## src/rtl/gb_pkg.sv

```systemverilog
// Shared DMG LCD timing constants, STAT mode encoding and test-pattern helpers.
package gb_pkg;
   localparam int DOTS_PER_LINE = 456;
   localparam int LINES         = 154;
   localparam int VIS_LINES     = 144;
   localparam int VIS_W         = 160;
   localparam int OAM_DOTS      = 80;

   typedef enum logic [1:0] {HBLANK = 2'd0, VBLANK = 2'd1, OAM = 2'd2, DRAW = 2'd3} lcd_mode_t;
   typedef enum logic {IDLE = 1'b0, RUN = 1'b1} run_state_t;
   typedef enum logic [1:0] {PAT_SOLID = 2'd0, PAT_VBARS = 2'd1, PAT_HBARS = 2'd2, PAT_CHECKER = 2'd3} pattern_t;

   // 8-px wide bars: shade comes from bits [4:3] of the offset coordinate
   function automatic logic [1:0] bar_shade(input logic [7:0] coord, input logic [7:0] off);
      return 2'((coord + off) >> 3);
   endfunction
endpackage

```

## src/rtl/gb_lcd_timing.sv

```systemverilog
// DMG dot/line timing generator: prescaler, counters, STAT mode decode and
// unregistered frame/line/pixel strobes derived from the current counter state.
module gb_lcd_timing
   import gb_pkg::*;
#(
   parameter int DOT_DIV   = 4,
   parameter int DRAW_DOTS = 172
)
(
   input  logic       tclk,
   input  logic       rst,
   input  logic       en,
   output logic       vs,
   output logic       hs,
   output logic       de,
   output logic       frame_end,
   output logic [7:0] line,
   output logic [7:0] x,
   output lcd_mode_t  mode
);
   localparam int PRE_W     = (DOT_DIV > 1) ? $clog2(DOT_DIV) : 1;
   localparam int PIX_START = OAM_DOTS + DRAW_DOTS - VIS_W;
   localparam int DRAW_END  = OAM_DOTS + DRAW_DOTS;

   run_state_t       state;
   logic [PRE_W-1:0] pre;
   logic [8:0]       dot;
   logic             active;
   logic             pre_last;
   logic             dot_last;
   logic             line_last;
   logic             dot_first;
   logic             visible;

   // An idle cycle with en high already counts as line 0 dot 0
   assign active    = (state == RUN) || en;
   assign pre_last  = (pre == PRE_W'(DOT_DIV - 1));
   assign dot_last  = (dot == 9'(DOTS_PER_LINE - 1));
   assign line_last = (line == 8'(LINES - 1));
   assign dot_first = active && (pre == '0) && (dot == 9'd0);
   assign visible   = (line < 8'(VIS_LINES));

   assign vs        = dot_first && (line == 8'd0);
   assign hs        = dot_first && visible;
   assign de        = active && (pre == '0) && visible &&
                      (dot >= 9'(PIX_START)) && (dot < 9'(DRAW_END));
   assign frame_end = active && pre_last && dot_last && line_last;
   assign x         = 8'(dot - 9'(PIX_START));

   always_comb begin
      mode = HBLANK;
      if (active) begin
         if (!visible)                  mode = VBLANK;
         else if (dot < 9'(OAM_DOTS))   mode = OAM;
         else if (dot < 9'(DRAW_END))   mode = DRAW;
         else                           mode = HBLANK;
      end
   end

   // Stopping is only honoured on the last tclk of a frame
   always_ff @(posedge tclk) begin
      if (rst) begin
         state <= IDLE;
         pre   <= '0;
         dot   <= '0;
         line  <= '0;
      end else if (active) begin
         state <= (frame_end && !en) ? IDLE : RUN;
         if (!pre_last) begin
            pre <= pre + 1'b1;
         end else begin
            pre <= '0;
            if (!dot_last) begin
               dot <= dot + 9'd1;
            end else begin
               dot  <= '0;
               line <= line_last ? 8'd0 : line + 8'd1;
            end
         end
      end
   end
endmodule

```

## src/rtl/gb_ppu_pattern_gen.sv

```systemverilog
// Stand-alone PPU pixel stream source: DMG frame timing plus a selectable
// 2-bit test pattern, all outputs registered one tclk behind the counters.
module gb_ppu_pattern_gen
   import gb_pkg::*;
#(
   parameter int DOT_DIV   = 4,
   parameter int DRAW_DOTS = 172
)
(
   input  logic       tclk,
   input  logic       rst,
   input  logic       en,
   input  logic [1:0] pattern,
   input  logic       scroll,
   input  logic [1:0] fill,
   output logic       ppu_vs,
   output logic       ppu_hs,
   output logic       ppu_de,
   output logic [1:0] ppu_color,
   output logic [7:0] ly,
   output logic [1:0] mode,
   output logic [7:0] frame_cnt,
   output logic       frame_done
);
   logic       t_vs;
   logic       t_hs;
   logic       t_de;
   logic       t_frame_end;
   logic [7:0] t_line;
   logic [7:0] t_x;
   lcd_mode_t  t_mode;

   pattern_t   pattern_l;
   logic       scroll_l;
   logic [1:0] fill_l;
   logic [7:0] off;
   logic [1:0] color_c;

   gb_lcd_timing #(.DOT_DIV(DOT_DIV), .DRAW_DOTS(DRAW_DOTS)) u_timing (
      .tclk      (tclk),
      .rst       (rst),
      .en        (en),
      .vs        (t_vs),
      .hs        (t_hs),
      .de        (t_de),
      .frame_end (t_frame_end),
      .line      (t_line),
      .x         (t_x),
      .mode      (t_mode)
   );

   always_comb begin
      off = scroll_l ? frame_cnt : 8'd0;
      case (pattern_l)
         PAT_SOLID: color_c = fill_l;
         PAT_VBARS: color_c = bar_shade(t_x, off);
         PAT_HBARS: color_c = bar_shade(t_line, off);
         default:   color_c = {2{t_x[3] ^ t_line[3]}};
      endcase
   end

   // Pattern controls are sampled only on the frame-start cycle so a frame is never torn
   always_ff @(posedge tclk) begin
      if (rst) begin
         ppu_vs     <= 1'b0;
         ppu_hs     <= 1'b0;
         ppu_de     <= 1'b0;
         ppu_color  <= 2'd0;
         ly         <= 8'd0;
         mode       <= 2'd0;
         frame_cnt  <= 8'd0;
         frame_done <= 1'b0;
         pattern_l  <= PAT_SOLID;
         scroll_l   <= 1'b0;
         fill_l     <= 2'd0;
      end else begin
         ppu_vs     <= t_vs;
         ppu_hs     <= t_hs;
         ppu_de     <= t_de;
         ppu_color  <= t_de ? color_c : 2'd0;
         ly         <= t_line;
         mode       <= t_mode;
         frame_done <= t_frame_end;
         if (t_frame_end) frame_cnt <= frame_cnt + 8'd1;
         if (t_vs) begin
            pattern_l <= pattern_t'(pattern);
            scroll_l  <= scroll;
            fill_l    <= fill;
         end
      end
   end
endmodule

```

## config.mk

```make
export PLATFORM = sky130hd
export DESIGN_NAME = gb_ppu_pattern_gen
export DESIGN_NICKNAME = d
export VERILOG_FILES = /design/src/rtl/gb_pkg.sv /design/src/rtl/gb_lcd_timing.sv /design/src/rtl/gb_ppu_pattern_gen.sv
export SDC_FILE = /design/constraint.sdc
export NUM_CORES = 1
export LEC_CHECK = 0
export ABC_AREA = 1
export ABC_CLOCK_PERIOD_IN_PS = 1800
export CAP_MARGIN = 20
export CORE_AREA = 4 4 86 88
export DETAILED_ROUTE_END_ITERATION = 8
export DIE_AREA = 0 0 90 92
export GPL_ROUTABILITY_DRIVEN = 0
export PLACE_DENSITY = 0.63
export SETUP_SLACK_MARGIN = 0.4
export SYNTH_ARGS = -nofsm -noshare
export SYNTH_HDL_FRONTEND = slang
export SYNTH_HIERARCHICAL = 1
export SYNTH_SLANG_ARGS = --single-unit
```

## constraint.sdc

```tcl
create_clock -name tclk -period 1.8 [get_ports tclk]
set_input_delay 0.27 -clock tclk [delete_from_list [all_inputs] [get_ports tclk]]
set_output_delay 0.27 -clock tclk [all_outputs]
set_load 0.01 [all_outputs]
```

==> metrics.csv, run 1 <==
metric;value;unit
status;finished, violations left;
violations in the final reports;negative setup slack;
clk slew on worst S/H paths;0.09;ns
fmax;546;MHz
GRT Overall Usage;0.164;
port bufs;31;
Initial Util;0.388;
Via Count;2550;
CTS tree;done;
Setup WS post-layout;-0.0327;ns
Clk Latency, worst-skew pair;0.31;ns
Final Non-Filler Cells;538;
Pre-antenna DRT Iters;4;
YS warnings;6;
worst-path fanout max;4;
die width;90;microns
final wirelength;6.69;mm
worst slew pin tran;0.453;ns
Worst setup SP type;register;
max-slew violations;0;
Crit path buffers/inverters;3;
clock skew;0.00651;ns
Cells after DPL;510;
VDD IR max;259;uV
required time of the critical path;2.01;ns
Syn-to-layout area delta;46.5;%
slowest CP cell;dfxtp_2;
die height;92;microns
DRC;0;
Syn Std Cell Area;2580;sq um
largest net degree at the start of global routing;15;
core area;6640;sq um
# setup viols final;6;
n_diodes;0;
post-detail-place hpwl;4.60;mm
syn_nets;401;
Net count, final;483;
Min-Delay Path Class;reg -> reg;
power per standard cell area;561;nW/um^2
number of global-route vias before repair;2538;
share of cells above drive strength 1;0.341;
TritonCTS Buffers;5;
clock root cell;clkbuf_8;
CP arrival;2.04;ns
gr ovfl total;0;
first-pass GRT wire length;11.1;mm
endpoint class of the critical path;register;
CTS Hold Buffers Added;0;
Via-to-Cell Ratio;4.74;
static leakage;1.77;nW
Max Cap Viol;0;
headroom to the max-slew limit;0.695;
Filler Cell Count;611;
CP peak stage delay;0.33;ns
initial antenna violation count;0;
final hold vios;0;
Synth Area per Inst;6.85;sq um
hold_ws;0.449;ns
Clock Path Buffers;2;
Ports;32;
die footprint;8280;sq um
RSZ-0062 raised after global routing;true;
post-DR wirelength/cell;12.4;microns
DRT iter0 DRCs;109;
CP cell instances;inv_2 > buf_6 > ha_4 > nand3_4 > inv_2 > nand3_4 > nor2_4 > nand2_2 > nor2_4 > nand2_2 > nor3_4 > nand2_1 > xor2_1 > nor2_1;
Setup CP Type;reg -> reg;
family with the most delay on the worst path;simple AND/OR/NAND/NOR gates;
Mapped Cells;376;
Cell Rows;30;
crit share post-route;1.02;
H-tree depth;2;
post-route ant nets;0;
Tmin final;1.83;ns
clk sinks;49;
[worst register-to-register path, cell delays in order (launching register included)]
cell and delay [ns]:
dfxtp_2 0.33, inv_2 0.08, buf_6 0.11, ha_4 0.12, nand3_4 0.08, inv_2 0.08, nand3_4 0.08, nor2_4 0.21
nand2_2 0.09, nor2_4 0.10, nand2_2 0.08, nor3_4 0.13, nand2_1 0.08, xor2_1 0.13, nor2_1 0.05
[routing by layer]
| layer | vias to the layer above | global-route usage | routed length [microns] |
|---|---|---|---|
| met1 | 1161 | 0.182 | 2850 |
| met2 | 51 | 0.296 | 3420 |
| li1 | 1320 | - | - |
| met5 | - | 0 | 0 |
| met4 | 0 | 0.0855 | 193 |
| met3 | 18 | 0.0304 | 233 |
[cells in the final DEF (no fill, tap or decap), drive strengths merged, types with 17 or more instances in the layout]
cell type	instances
ha	17
inv	66
buf	49
nor2	74
a21oi	19
dlygate4sd2	25
nand3	22
o21ai	17
nand2	86
dfxtp	49
[area by class of cell]
class	count	area, sq um	share of cell area
Multi-Input combinational cell	255	1580	0.418
Timing Repair Buffer	80	723	0.192
Sequential cell	49	1000	0.266
Tap cell	80	100	0.0265
Clock buffer	6	82.6	0.0219
Clock inverter	1	7.51	0.00199
Inverter	67	279	0.0739
[per-stage QoR]
step / area [sq um] / setup WS (ns) / utilization / power (W) / setup TNS (ns)
after floorplan: 2620 / 0.0404 / - / 0.00130 / 0
after global placement: 3210 / -0.164 / 0.483 / 0.00140 / -0.870
after detailed placement: 3210 / -0.195 / 0.483 / 0.00140 / -1.11
after CTS: 3630 / 0.000386 / 0.546 / 0.00211 / 0
after global routing: 3770 / -0.138 / 0.568 / 0.00222 / -0.850
final: 3770 / -0.0327 / 0.568 / 0.00212 / -0.139
[sequential cells by signal (all words and copies together) (netlist names)]
| register | flops |
|---|---|
| u_timing/line | 8 |
| fill_l | 2 |
| ppu_color | 2 |
| ly | 8 |
| u_timing/state | 1 |
| scroll_l | 1 |
| u_timing/dot | 9 |
| ppu_hs | 1 |
| mode | 2 |
| pattern_l | 2 |
| frame_cnt | 8 |
| ppu_de | 1 |
| frame_done | 1 |
| ppu_vs | 1 |
| u_timing/pre | 2 |
[power breakdown]
part / internal [W] / switching [W] / leakage [nW] / total, W
Sequential: 0.00111 / 0.0000238 / 0.405 / 0.00114
Clock: 0.000304 / 0.000369 / 0.0433 / 0.000673
Combinational: 0.000147 / 0.000160 / 1.32 / 0.000307
[final timing paths]
path                                  from                         to  slack (ns)  cells past startpoint
max           u_timing/dot[3]$_SDFFE_PP0N_  frame_cnt[7]$_SDFFE_PP0P_       -0.03                     14
min          u_timing/line[7]$_SDFFE_PP0N_           ly[7]$_SDFF_PP0_        0.45                      2
max reg2reg   u_timing/dot[3]$_SDFFE_PP0N_  frame_cnt[7]$_SDFFE_PP0P_       -0.03                     14
min reg2reg  u_timing/line[7]$_SDFFE_PP0N_           ly[7]$_SDFF_PP0_        0.45                      2
[repair_timing]
| action | in CTS | in global routing |
|---|---|---|
| resized for setup | 95 | 39 |
| pin swaps | 30 | 28 |
| endpoints found under the setup margin | 50 | 37 |
| hold endpoints to repair | 0 | 0 |
| setup buffers | 16 | 5 |
| gates cloned | 0 | 0 |
(Power assumes the default switching activity.)
==> inputs of run 2 (changes only) <==
- DONT_BUFFER_PORTS: default -> 1
- PLACE_DENSITY: 0.63 -> 0.56
==> run 2 against run 1 <==
Effect of this change: the run now ends clean; worst setup slack better by 0.075 ns; die area stayed put; count of clock-buffer cells in the layout is 1 lower; non-clock buffer count is 44 lower; sequential power hardly changed; critical path depth is 1 lower; via count is 7.0% lower; utilization is 4.9 points lower; sequential cell count stayed put; power is 1.0% lower; routed wire length is 2.1% lower; critical endpoint unchanged.
==> metrics.csv, run 2 (same netlist as run 1, synthesis figures left out) <==
metric;value;unit
status;completed;
VDD IR max;279;uV
first-pass GRT wire length;10.0;mm
CP peak stage delay;0.35;ns
headroom to the max-slew limit;0.733;
Tmin final;1.76;ns
TritonCTS Buffers;5;
die footprint;8280;sq um
Ports;32;
max-slew violations;0;
Min-Delay Path Class;in -> reg;
die height;92;microns
Syn-to-layout area delta;33.9;%
static leakage;1.51;nW
Layout Utilization;0.519;
worst-path fanout max;3;
DRC;0;
Worst setup SP type;register;
hold_ws;0.0174;ns
Via-to-Cell Ratio;4.79;
setup_tns;0;ns
port bufs;0;
# setup viols final;0;
die width;90;microns
initial antenna violation count;0;
Clk Latency, worst-skew pair;0.31;ns
Multi-input gate area;1640;sq um
Cell Rows;30;
gr ovfl total;0;
post-route ant nets;0;
fmax;569;MHz
CTS tree;done;
Initial Util;0.388;
most frequent cells in the layout;nand2_1, nor2_1, inv_1;
slowest CP cell;dfxtp_2;
final hold vios;0;
endpoint class of the critical path;register;
largest net degree at the start of global routing;18;
Via Count;2371;
required time of the critical path;2.00;ns
CP cell instances;inv_4 > ha_4 > nand3_4 > inv_2 > nand3_4 > nor2_4 > nand2_2 > nor2_4 > nand2_4 > nor3_4 > nand2_1 > xor2_1 > nor2_1;
Crit path buffers/inverters;2;
family with the most delay on the worst path;simple AND/OR/NAND/NOR gates;
Setup WS post-layout;0.0420;ns
met1 Resource Use GR;0.192;
worst slew pin tran;0.399;ns
clock root cell;clkbuf_8;
post-detail-place hpwl;4.41;mm
Pre-antenna DRT Iters;4;
pre-CTS setup slack;-0.0404;ns
post-DR wirelength/cell;13.2;microns
clock skew;0.00995;ns
share of cells above drive strength 1;0.337;
number of flip-flops under the largest register name;9;
GR Layer Usage met2;0.240;
Net count, final;439;
H-tree depth;2;
RSZ-0062 raised after global routing;true;
Clock Path Buffers;2;
commonest non-fill, non-tap cell in the layout;nand2_1;
Setup CP Type;reg -> reg;
number of global-route vias before repair;2131;
crit share post-route;0.977;
GRT Overall Usage;0.149;
Cells after DPL;470;
gr busiest metal;met2;
clk slew on worst S/H paths;0.10;ns
final wirelength;6.55;mm
power per standard cell area;607;nW/um^2
Max Cap Viol;0;
DRT iter0 DRCs;112;
Filler Cell Count;634;
register area;1010;sq um
clk sinks;49;
CP arrival;1.96;ns
Final Non-Filler Cells;495;
Largest Register;u_timing/dot;
n_diodes;0;
met3 Track Usage GR;0.0394;
core area;6640;sq um
-- run 2: path summary, 6_finish.rpt --
check	from	endpoint	slack, ns	depth (start not counted)
worst min-delay path	rst	ly[0]$_SDFF_PP0_	0.02	1
worst max register to register	u_timing/dot[3]$_SDFFE_PP0N_	frame_cnt[7]$_SDFFE_PP0P_	0.04	13
worst min register to register	u_timing/line[7]$_SDFFE_PP0N_	ly[7]$_SDFF_PP0_	0.45	2
worst max-delay path	u_timing/dot[3]$_SDFFE_PP0N_	frame_cnt[7]$_SDFFE_PP0P_	0.04	13
-- run 2: final cells by class --
cell class	count	share of cell area
multi-input combinational	255	0.474
sequential	49	0.293
timing repair buffer	36	0.0943
inverter	67	0.0823
tap	80	0.0290
clock buffer	5	0.0199
clock inverter	3	0.00761
-- run 2: power by group --
part / internal (W) / leakage, nW / switching (W)
logic: 0.000113 / 1.06 / 0.000139
registers: 0.00111 / 0.405 / 0.0000297
clock network: 0.000283 / 0.0423 / 0.000419
-- run 2: repair_timing --
| action | in CTS | in global routing |
|---|---|---|
| pin swaps | 16 | 23 |
| hold buffers | 1 | 1 |
| resized for setup | 32 | 82 |
| setup endpoints to repair | 28 | 33 |
| setup buffers | 4 | 11 |
| endpoints found under the hold margin | 6 | 7 |
-- run 2: layer usage --
layer / part of all wire / vias up
li1: - / 1234
met1: 0.45 / 1082
met2: 0.49 / 50
met3: 0.053 / 5
met4: 0.0096 / 0
met5: 0 / -
-- run 2: worst reg2reg max path, delay by kind of cell (launching register included) --
family | cells | cell delay (ns)
AND/OR/NAND/NOR | 9 | 0.87
flip-flops | 1 | 0.35
buffers and inverters | 2 | 0.16
adder cells (fa/ha/maj) | 1 | 0.14
XOR/XNOR | 1 | 0.13
-- run 2: per-stage QoR --
| stage | total power, W | area [sq um] |
|---|---|---|
| after floorplan | 0.00130 | 2620 |
| after global placement | 0.00134 | 2830 |
| after detailed placement | 0.00134 | 2830 |
| after CTS | 0.00210 | 3070 |
| after global routing | 0.00221 | 3450 |
| final | 0.00210 | 3450 |
